File: src/rtl/pe_output_deskew.sv
// pe_output_deskew
// Re-aligns the skewed bottom-edge result bus of the PE array (column j lags
// column 0 by j cycles). Aligned rows are tagged with a row index and an
// end-of-tile marker, then buffered in a first-word fall-through FIFO that is
// drained over valid/ready. The array cannot stall, so a row that finds the
// FIFO full is dropped and the sticky overflow flag is raised.
// COLS must be at least 2 and FIFO_DEPTH must be a power of two >= ROWS.

module pe_output_deskew #(
  parameter int DATA_WIDTH = 8,
  parameter int ROWS       = 8,
  parameter int COLS       = 8,
  parameter int FIFO_DEPTH = 16
) (
  input  logic                                       clk,
  input  logic                                       rst_n,
  input  logic                                       clear,
  input  logic                                       in_valid,
  input  logic [COLS*2*DATA_WIDTH-1:0]               in_data,
  output logic                                       out_valid,
  input  logic                                       out_ready,
  output logic [COLS*2*DATA_WIDTH-1:0]               out_data,
  output logic [((ROWS > 1) ? $clog2(ROWS) : 1)-1:0] out_row,
  output logic                                       out_last,
  output logic                                       busy,
  output logic                                       tile_done,
  output logic                                       overflow
);

  localparam int LW = 2 * DATA_WIDTH;                      // one result lane
  localparam int BW = COLS * LW;                           // whole row
  localparam int RW = (ROWS > 1) ? $clog2(ROWS) : 1;       // row index
  localparam int AW = $clog2(FIFO_DEPTH);                  // FIFO pointer
  localparam int CW = AW + 1;                              // FIFO occupancy
  localparam int EW = BW + RW + 1;                         // {last, row, data}

  typedef enum logic [0:0] {
    ST_IDLE    = 1'b0,
    ST_COLLECT = 1'b1
  } state_t;

  // Deskew delay lines
  logic [LW-1:0]   aligned_s [COLS];
  logic [COLS-2:0] vld_r;
  logic            row_valid_s;
  logic [BW-1:0]   row_data_s;

  // FIFO
  logic [EW-1:0]   mem_r [FIFO_DEPTH];
  logic [AW-1:0]   wr_ptr_r;
  logic [AW-1:0]   rd_ptr_r;
  logic [CW-1:0]   cnt_r;
  logic [EW-1:0]   head_s;
  logic            fifo_nonempty_s;

  // Control
  state_t          state_r;
  logic [RW-1:0]   row_cnt_r;
  logic            row_last_s;
  logic            push_try_s;
  logic            push_ok_s;
  logic            pop_s;
  logic            drop_s;
  logic            tile_done_r;
  logic            overflow_r;

  // Lane j waits COLS-1-j stages so every lane of a row lines up with lane COLS-1.
  for (genvar j = 0; j < COLS; j++) begin : g_lane
    localparam int DEPTH = COLS - 1 - j;
    if (DEPTH == 0) begin : g_direct
      assign aligned_s[j] = in_data[j*LW +: LW];
    end else begin : g_delay
      logic [LW-1:0] lane_r [DEPTH];

      // Free-running lane shift register, flushed by clear.
      always_ff @(posedge clk or negedge rst_n) begin
        if (!rst_n) begin
          for (int i = 0; i < DEPTH; i++) lane_r[i] <= '0;
        end else if (clear) begin
          for (int i = 0; i < DEPTH; i++) lane_r[i] <= '0;
        end else begin
          lane_r[0] <= in_data[j*LW +: LW];
          for (int i = 1; i < DEPTH; i++) lane_r[i] <= lane_r[i-1];
        end
      end

      assign aligned_s[j] = lane_r[DEPTH-1];
    end
  end

  // Column-0 valid follows the longest lane so it marks the fully aligned row.
  always_ff @(posedge clk or negedge rst_n) begin
    if (!rst_n) begin
      vld_r <= '0;
    end else if (clear) begin
      vld_r <= '0;
    end else begin
      vld_r[0] <= in_valid;
      for (int i = 1; i < COLS - 1; i++) vld_r[i] <= vld_r[i-1];
    end
  end

  assign row_valid_s = vld_r[COLS-2];

  // Pack aligned lanes back into the bus layout.
  always_comb begin
    row_data_s = '0;
    for (int j = 0; j < COLS; j++) row_data_s[j*LW +: LW] = aligned_s[j];
  end

  assign fifo_nonempty_s = (cnt_r != '0);
  assign head_s          = mem_r[rd_ptr_r];

  // Write/pop arbitration; a full FIFO still accepts when the head leaves this cycle.
  always_comb begin
    row_last_s = (row_cnt_r == RW'(ROWS - 1));
    push_try_s = row_valid_s && !clear;
    pop_s      = fifo_nonempty_s && out_ready && !clear;
    if (cnt_r < CW'(FIFO_DEPTH)) begin
      push_ok_s = push_try_s;
    end else if (pop_s) begin
      push_ok_s = push_try_s;
    end else begin
      push_ok_s = 1'b0;
    end
    drop_s = push_try_s && !push_ok_s;
  end

  // Row storage; contents are only observed through the gated head outputs.
  always_ff @(posedge clk) begin
    if (push_ok_s) begin
      mem_r[wr_ptr_r] <= {row_last_s, row_cnt_r, row_data_s};
    end
  end

  // FIFO pointers and occupancy; pointers wrap naturally at the power-of-two depth.
  always_ff @(posedge clk or negedge rst_n) begin
    if (!rst_n) begin
      wr_ptr_r <= '0;
      rd_ptr_r <= '0;
      cnt_r    <= '0;
    end else if (clear) begin
      wr_ptr_r <= '0;
      rd_ptr_r <= '0;
      cnt_r    <= '0;
    end else begin
      if (push_ok_s) wr_ptr_r <= wr_ptr_r + AW'(1);
      if (pop_s)     rd_ptr_r <= rd_ptr_r + AW'(1);
      case ({push_ok_s, pop_s})
        2'b10:   cnt_r <= cnt_r + CW'(1);
        2'b01:   cnt_r <= cnt_r - CW'(1);
        default: cnt_r <= cnt_r;
      endcase
    end
  end

  // Tile FSM and row counter; dropped rows still consume a row index.
  always_ff @(posedge clk or negedge rst_n) begin
    if (!rst_n) begin
      state_r   <= ST_IDLE;
      row_cnt_r <= '0;
    end else if (clear) begin
      state_r   <= ST_IDLE;
      row_cnt_r <= '0;
    end else if (row_valid_s) begin
      row_cnt_r <= row_last_s ? '0 : row_cnt_r + RW'(1);
      case (state_r)
        ST_IDLE:    state_r <= row_last_s ? ST_IDLE : ST_COLLECT;
        ST_COLLECT: state_r <= row_last_s ? ST_IDLE : ST_COLLECT;
        default:    state_r <= ST_IDLE;
      endcase
    end else begin
      state_r   <= state_r;
      row_cnt_r <= row_cnt_r;
    end
  end

  // End-of-tile pulse after the last row is taken, and the sticky drop flag.
  always_ff @(posedge clk or negedge rst_n) begin
    if (!rst_n) begin
      tile_done_r <= 1'b0;
      overflow_r  <= 1'b0;
    end else if (clear) begin
      tile_done_r <= 1'b0;
      overflow_r  <= 1'b0;
    end else begin
      tile_done_r <= pop_s && head_s[EW-1];
      if (drop_s) overflow_r <= 1'b1;
    end
  end

  // Outputs decode flops only; the head is masked so an empty FIFO reads as zero.
  assign out_valid = fifo_nonempty_s;
  assign out_data  = fifo_nonempty_s ? head_s[BW-1:0]  : '0;
  assign out_row   = fifo_nonempty_s ? head_s[BW +: RW] : '0;
  assign out_last  = fifo_nonempty_s && head_s[EW-1];
  assign busy      = (state_r != ST_IDLE) || (|vld_r) || fifo_nonempty_s;
  assign tile_done = tile_done_r;
  assign overflow  = overflow_r;

endmodule

File: config.mk
export PLATFORM = sky130hd
export DESIGN_NAME = pe_output_deskew
export DESIGN_NICKNAME = d
export VERILOG_FILES = /design/src/rtl/pe_output_deskew.sv
export SDC_FILE = /design/constraint.sdc
export NUM_CORES = 2
export LEC_CHECK = 0
export BUFFER_PORTS_ARGS = -buffer_cell sky130_fd_sc_hd__buf_2
export CORE_MARGIN = 8
export CORE_UTILIZATION = 30
export DETAILED_ROUTE_END_ITERATION = 10
export PLACE_DENSITY_LB_ADDON = 0.15
export SLEW_MARGIN = 0
export SYNTH_ARGS = -nofsm -noshare
export SYNTH_HDL_FRONTEND = slang
export SYNTH_SLANG_ARGS = --single-unit
File: constraint.sdc
create_clock -name clk -period 25.2 [get_ports clk]
set_input_delay 3.78 -clock clk [delete_from_list [all_inputs] [get_ports clk]]
set_output_delay 3.78 -clock clk [all_outputs]
set_load 0.01 [all_outputs]
Word level (Yosys, flattened, before mapping) --
Memory sizes are Yosys's and may differ from the RTL's. Cells that the tools add are included. W data, S select, Z words.
Cells by class: add/sub/neg operators 5, $lt $le $gt $ge 1, equal/unequal tests 3, muxes and demuxes 29, reduce and logical (&&, ||, !) cells 17
Operators by type and width (count):
- $mux W128 | 1
- $mux W112 | 1
- $mux W96 | 1
- $mux W80 | 1
- $mux W64 | 1
- $mux W48 | 1
- $mux W32 | 1
- $mux W16 | 1
- $mux W4 | 4
- $mux W3 | 4
- $mux W1 | 10
- $pmux W5 S2 | 1
- $add A4 B1 Y4 const B | 2
- $reduce_bool A2 Y1 | 4
- $mux W7 | 1
- $reduce_or A7 Y1 | 1
- $logic_and A1 B1 Y1 | 6
- $add A5 B1 Y5 const B | 1
- $lt A5 B5 Y1 const B | 1
- $mux W5 | 1
- $reduce_bool A5 Y1 | 1
- $sub A5 B1 Y5 const B | 1
- $add A3 B1 Y3 const B | 1
- $eq A3 B3 Y1 const B | 1
- other kinds (5) | 7
Storage, ports and cells: register bits 474, RAM bits 2112, bits of input ports 133, output and inout port bits 136, word-level logic and storage cells 92, memories kept 1
Memories:
- mem_r | depth 16, bits a word 132, read ports 1, clocked after Yosys merged registers in 0, write ports 1, line 49 | logic [EW-1:0] mem_r [FIFO_DEPTH];

Depth between registers and ports, before layout --
word-level depth 9, depth in mapped cells 10, depth with buffers taken out 9

Worst setup path after synthesis --
OpenSTA, ideal clock, no wires.
kind input -> register, start input port clear, end memory mem_r[11][0] in the netlist's numbering (enable), library setup time 0.812 ns, arrival time 14.174 ns, data required time 24.388 ns, setup slack 10.214 ns, stages 5, path buffers 2, cell sequence clkbuf_1 -> nor3b_1 -> clkbuf_1 -> nand2_1 -> nor3b_1
On the way: cells in the longest elaborated chain, start to end 6, elaborated cells between the ends (all ways) 7, classes of those cells mux: 4; reduce/logical: 3
Ends and longest elaborated chain:
- start, declared | line 17 | input logic clear,
- $logic_not A1 Y1 * | line 117, 118
- $logic_and A1 B1 Y1, on equally long branches | line 117, 118
- $mux W1 | line 121 | end else if (pop_s) begin
- $mux W1 * | line 119 | if (cnt_r < CW'(FIFO_DEPTH)) begin
- $mux W1 * | line 131 | if (push_ok_s) begin
- $mux W1 (not written as such) * | line 132 | mem_r[wr_ptr_r] <= {row_last_s, row_cnt_r, row_data_s};
- end, declared | line 49
Every way passes the cells marked *; elsewhere a longest branch is shown, timed or not.

Worst setup path after layout --
start register rd_ptr_r[0], end output port out_data[75]
On the way: cells in the longest elaborated chain, start to end 2
Ends and longest elaborated chain:
- start, declared | line 51 | logic [AW-1:0] rd_ptr_r;
- start signal, assigned | line 148 | if (pop_s) rd_ptr_r <= rd_ptr_r + AW'(1);
- $mem_v2 Z16 W132
- $mux W128 | line 194 | assign out_data = fifo_nonempty_s ? head_s[BW-1:0] : '0;
- end, declared | line 22 | output logic [COLS*2*DATA_WIDTH-1:0] out_data,
Every way passes these cells.

==> metrics.txt <==
status completed; Cell Area, Synth 95600 um2; Post-Syn Nets 4304; worst hold path cell count 1; Setup TNS 0 ns; Yosys warnings 0; DR vias 42.4k; cells on worst reg2reg path 4; Power Total 9.76 mW; dominant synthesized flop cell edfxtp_1; CP max-delay cell dfrtp_4; final setup fails 0; Max-Cap Viols 0; Routed WL per cell 27.3 um; fmax 114 MHz; final worst slack 16.44 ns; placed insts 8462; initial core utilization 30.1%; reg-to-reg setup timing slack 20.55 ns; layer with the highest usage met2; row count 207; final instance area 112000 um2; initial detailed-routing violation count 3207; Die Ht 580 um; CTS root buffer clkbuf_16; H-tree levels 5; Synth Area per Inst 23.0 um2; fin util 35.1%; Clock Latency Late Sink 0.89 ns; Detail Route Antenna Nets 0; worst setup path startpoint rd_ptr_r[0]; die area 337000 um2; met3 usage 1.94%; worst hold path endpoint g_lane[1].g_delay.lane_r[73]; relative max-transition margin 25.5%; Reg2Reg Launch Point vld_r[6]; final hold viol count 0; final period utilization 34.8%; total congestion overflow 0; Post-DP HPWL 116 mm; hold_ws 0.429 ns; critical path's largest stage delay 0.91 ns; Resized Gates After CTS 0; Synth top cells by count edfxtp_1, mux4_2, dfrtp_1; share of cells above drive strength 1 30.1%; unrepaired setup endpoints after global routing no; kind of critical path reg2out; met2 layer usage reported by global route 23.8%; worst slew pin tran 1.12 ns; HP Class reg2reg; IO Port Bufs 268; initial antenna violation count 14; CTS buffer count 297; sequential share of the synthesized area 78.8%; area grow syn2layout 16.7%; Crit Path Max Fanout 96; Pleak 36.2 nW; Die W 580 um; Top cell by count, worst path mux4_2; vias in the first global route 47.0k; Synth Instances 4162; clk slew on worst S/H paths 0.06 ns; Core ar. 318000 um2; DRC 0; final wirelength 245 mm; synth top area cells edfxtp_1, mux4_2, dfrtp_1, nor2b_1, and2_1; Clock Sinks 2586; Top-Level Pins 269; Setup WS pre-CTS 17.07 ns; clock buffer depth 4; CP cell instances buf_12 > buf_4 > mux4_2 > mux4_2 > and2_1 > buf_2; most common cell in the netlist edfxtp_1; GR Layer Usage met1 19.9%; Setup Buffers After CTS 0; Peak supply drop 0.0879 mV; DRT Pass-1 Iters 7; synth unique cells 37; area leader, netlist edfxtp_1; vias per inst 4.71; Placer Congestion 0.663; Post-CTS Hold Buffers 0; share of the synthesized area in the top cell type 66.4%; CP Capture Type primary output; worst clock skew 0.0430 ns; asr flop ratio synth 18.3%; CTS tree yes; Required @ worst endpoint 21.42 ns; Hold Crit Start g_lane[1].g_delay.lane_r[89]; Final nets 4723; WP buf/inv 3; PwrDens 87.5 nW/um2; R2R Path End mem_r[1][113]; Crit path arrival time 4.98 ns; Final Max Tran Viols 0; Total Routing Usage GR 14.4%; placed inst area 102000 um2; largest net degree at the start of global routing 148; Post-synth EDFFs 2112; Seq cells post-synth 2586; delay-heaviest family, CP buffers and inverters; Finished Layout Cells 9006; first-pass GRT wire length 354 mm; minimum clock period 8.76 ns; CP startpoint kind flop
==> registers in the layout, summed over array words and instances (netlist names) <==
signal / count
mem_r: 2112
g_lane.g_delay.lane_r: 352
aligned_s: 96
vld_r: 7
cnt_r: 5
rd_ptr_r: 4
wr_ptr_r: 4
row_cnt_r: 3
overflow: 1
state_r: 1
tile_done: 1
==> cell usage in the layout, fill, tap and decap left out, drive strengths merged, types with 8 or more instances in the layout <==
cell and n:
buf 340, nor2b 456, and2 141, a21oi 8, inv 25, ha 9, dfrtp 474, mux2i 8
mux4 660, nor2 18, clkinv 102, edfxtp 2112, bufinv 15, clkbuf 402
==> layer usage <==
layer	wire length, um	vias to the layer above
met1	111000	23600
met5	0	-
li1	-	17700
met3	8970	353
met4	5810	0
met2	119000	866
==> how the worst max path moves through the flow <==
| stage | cells past startpoint | slack (ns) | to |
|---|---|---|---|
| final | 6 | 16.44 | out_data[75] |
| after global routing | 6 | 16.02 | out_data[75] |
| after CTS | 6 | 16.14 | out_data[75] |
| after detailed placement | 5 | 17.07 | mem_r[1][113] |
| after global placement | 5 | 17.15 | mem_r[1][113] |
| after floorplan | 5 | 10.21 | mem_r[11][0] |
==> kinds of logic after synthesis <==
family,after synthesis,share of synthesized area [%]
flops,2586,78.8
fa+ha+maj,9,0.118
simple gates,645,4.18
compound gates,18,0.115
mux,669,15.6
buf+inv,227,1.09
xor+xnor,8,0.0733
==> worst register-to-register path, delay by kind of cell, from the launching register on <==
kind | cells | cell delay [ns]
AND/OR/NAND/NOR | 2 | 1.74
buffers and inverters | 2 | 1.76
flip-flops | 1 | 0.67
==> area by class of cell <==
class	count	area, um2
antenna	4	10.0
inverter	7	26.3
fill	29400	206000
multi-input combinational	1349	19300
sequential	2586	75300
timing repair buffer	340	2130
clock inverter	138	1340
clock buffer	402	8230
tap	4180	5230
==> report_power, final <==
group / switching (mW) / internal (mW) / leakage (nW)
Sequential: 0.0352 / 4.62 / 24.9
Clock: 1.76 / 2.46 / 4.68
Combinational: 0.481 / 0.403 / 6.61
Total: 2.28 / 7.48 / 36.2
Power figures use the tool's default switching activity.
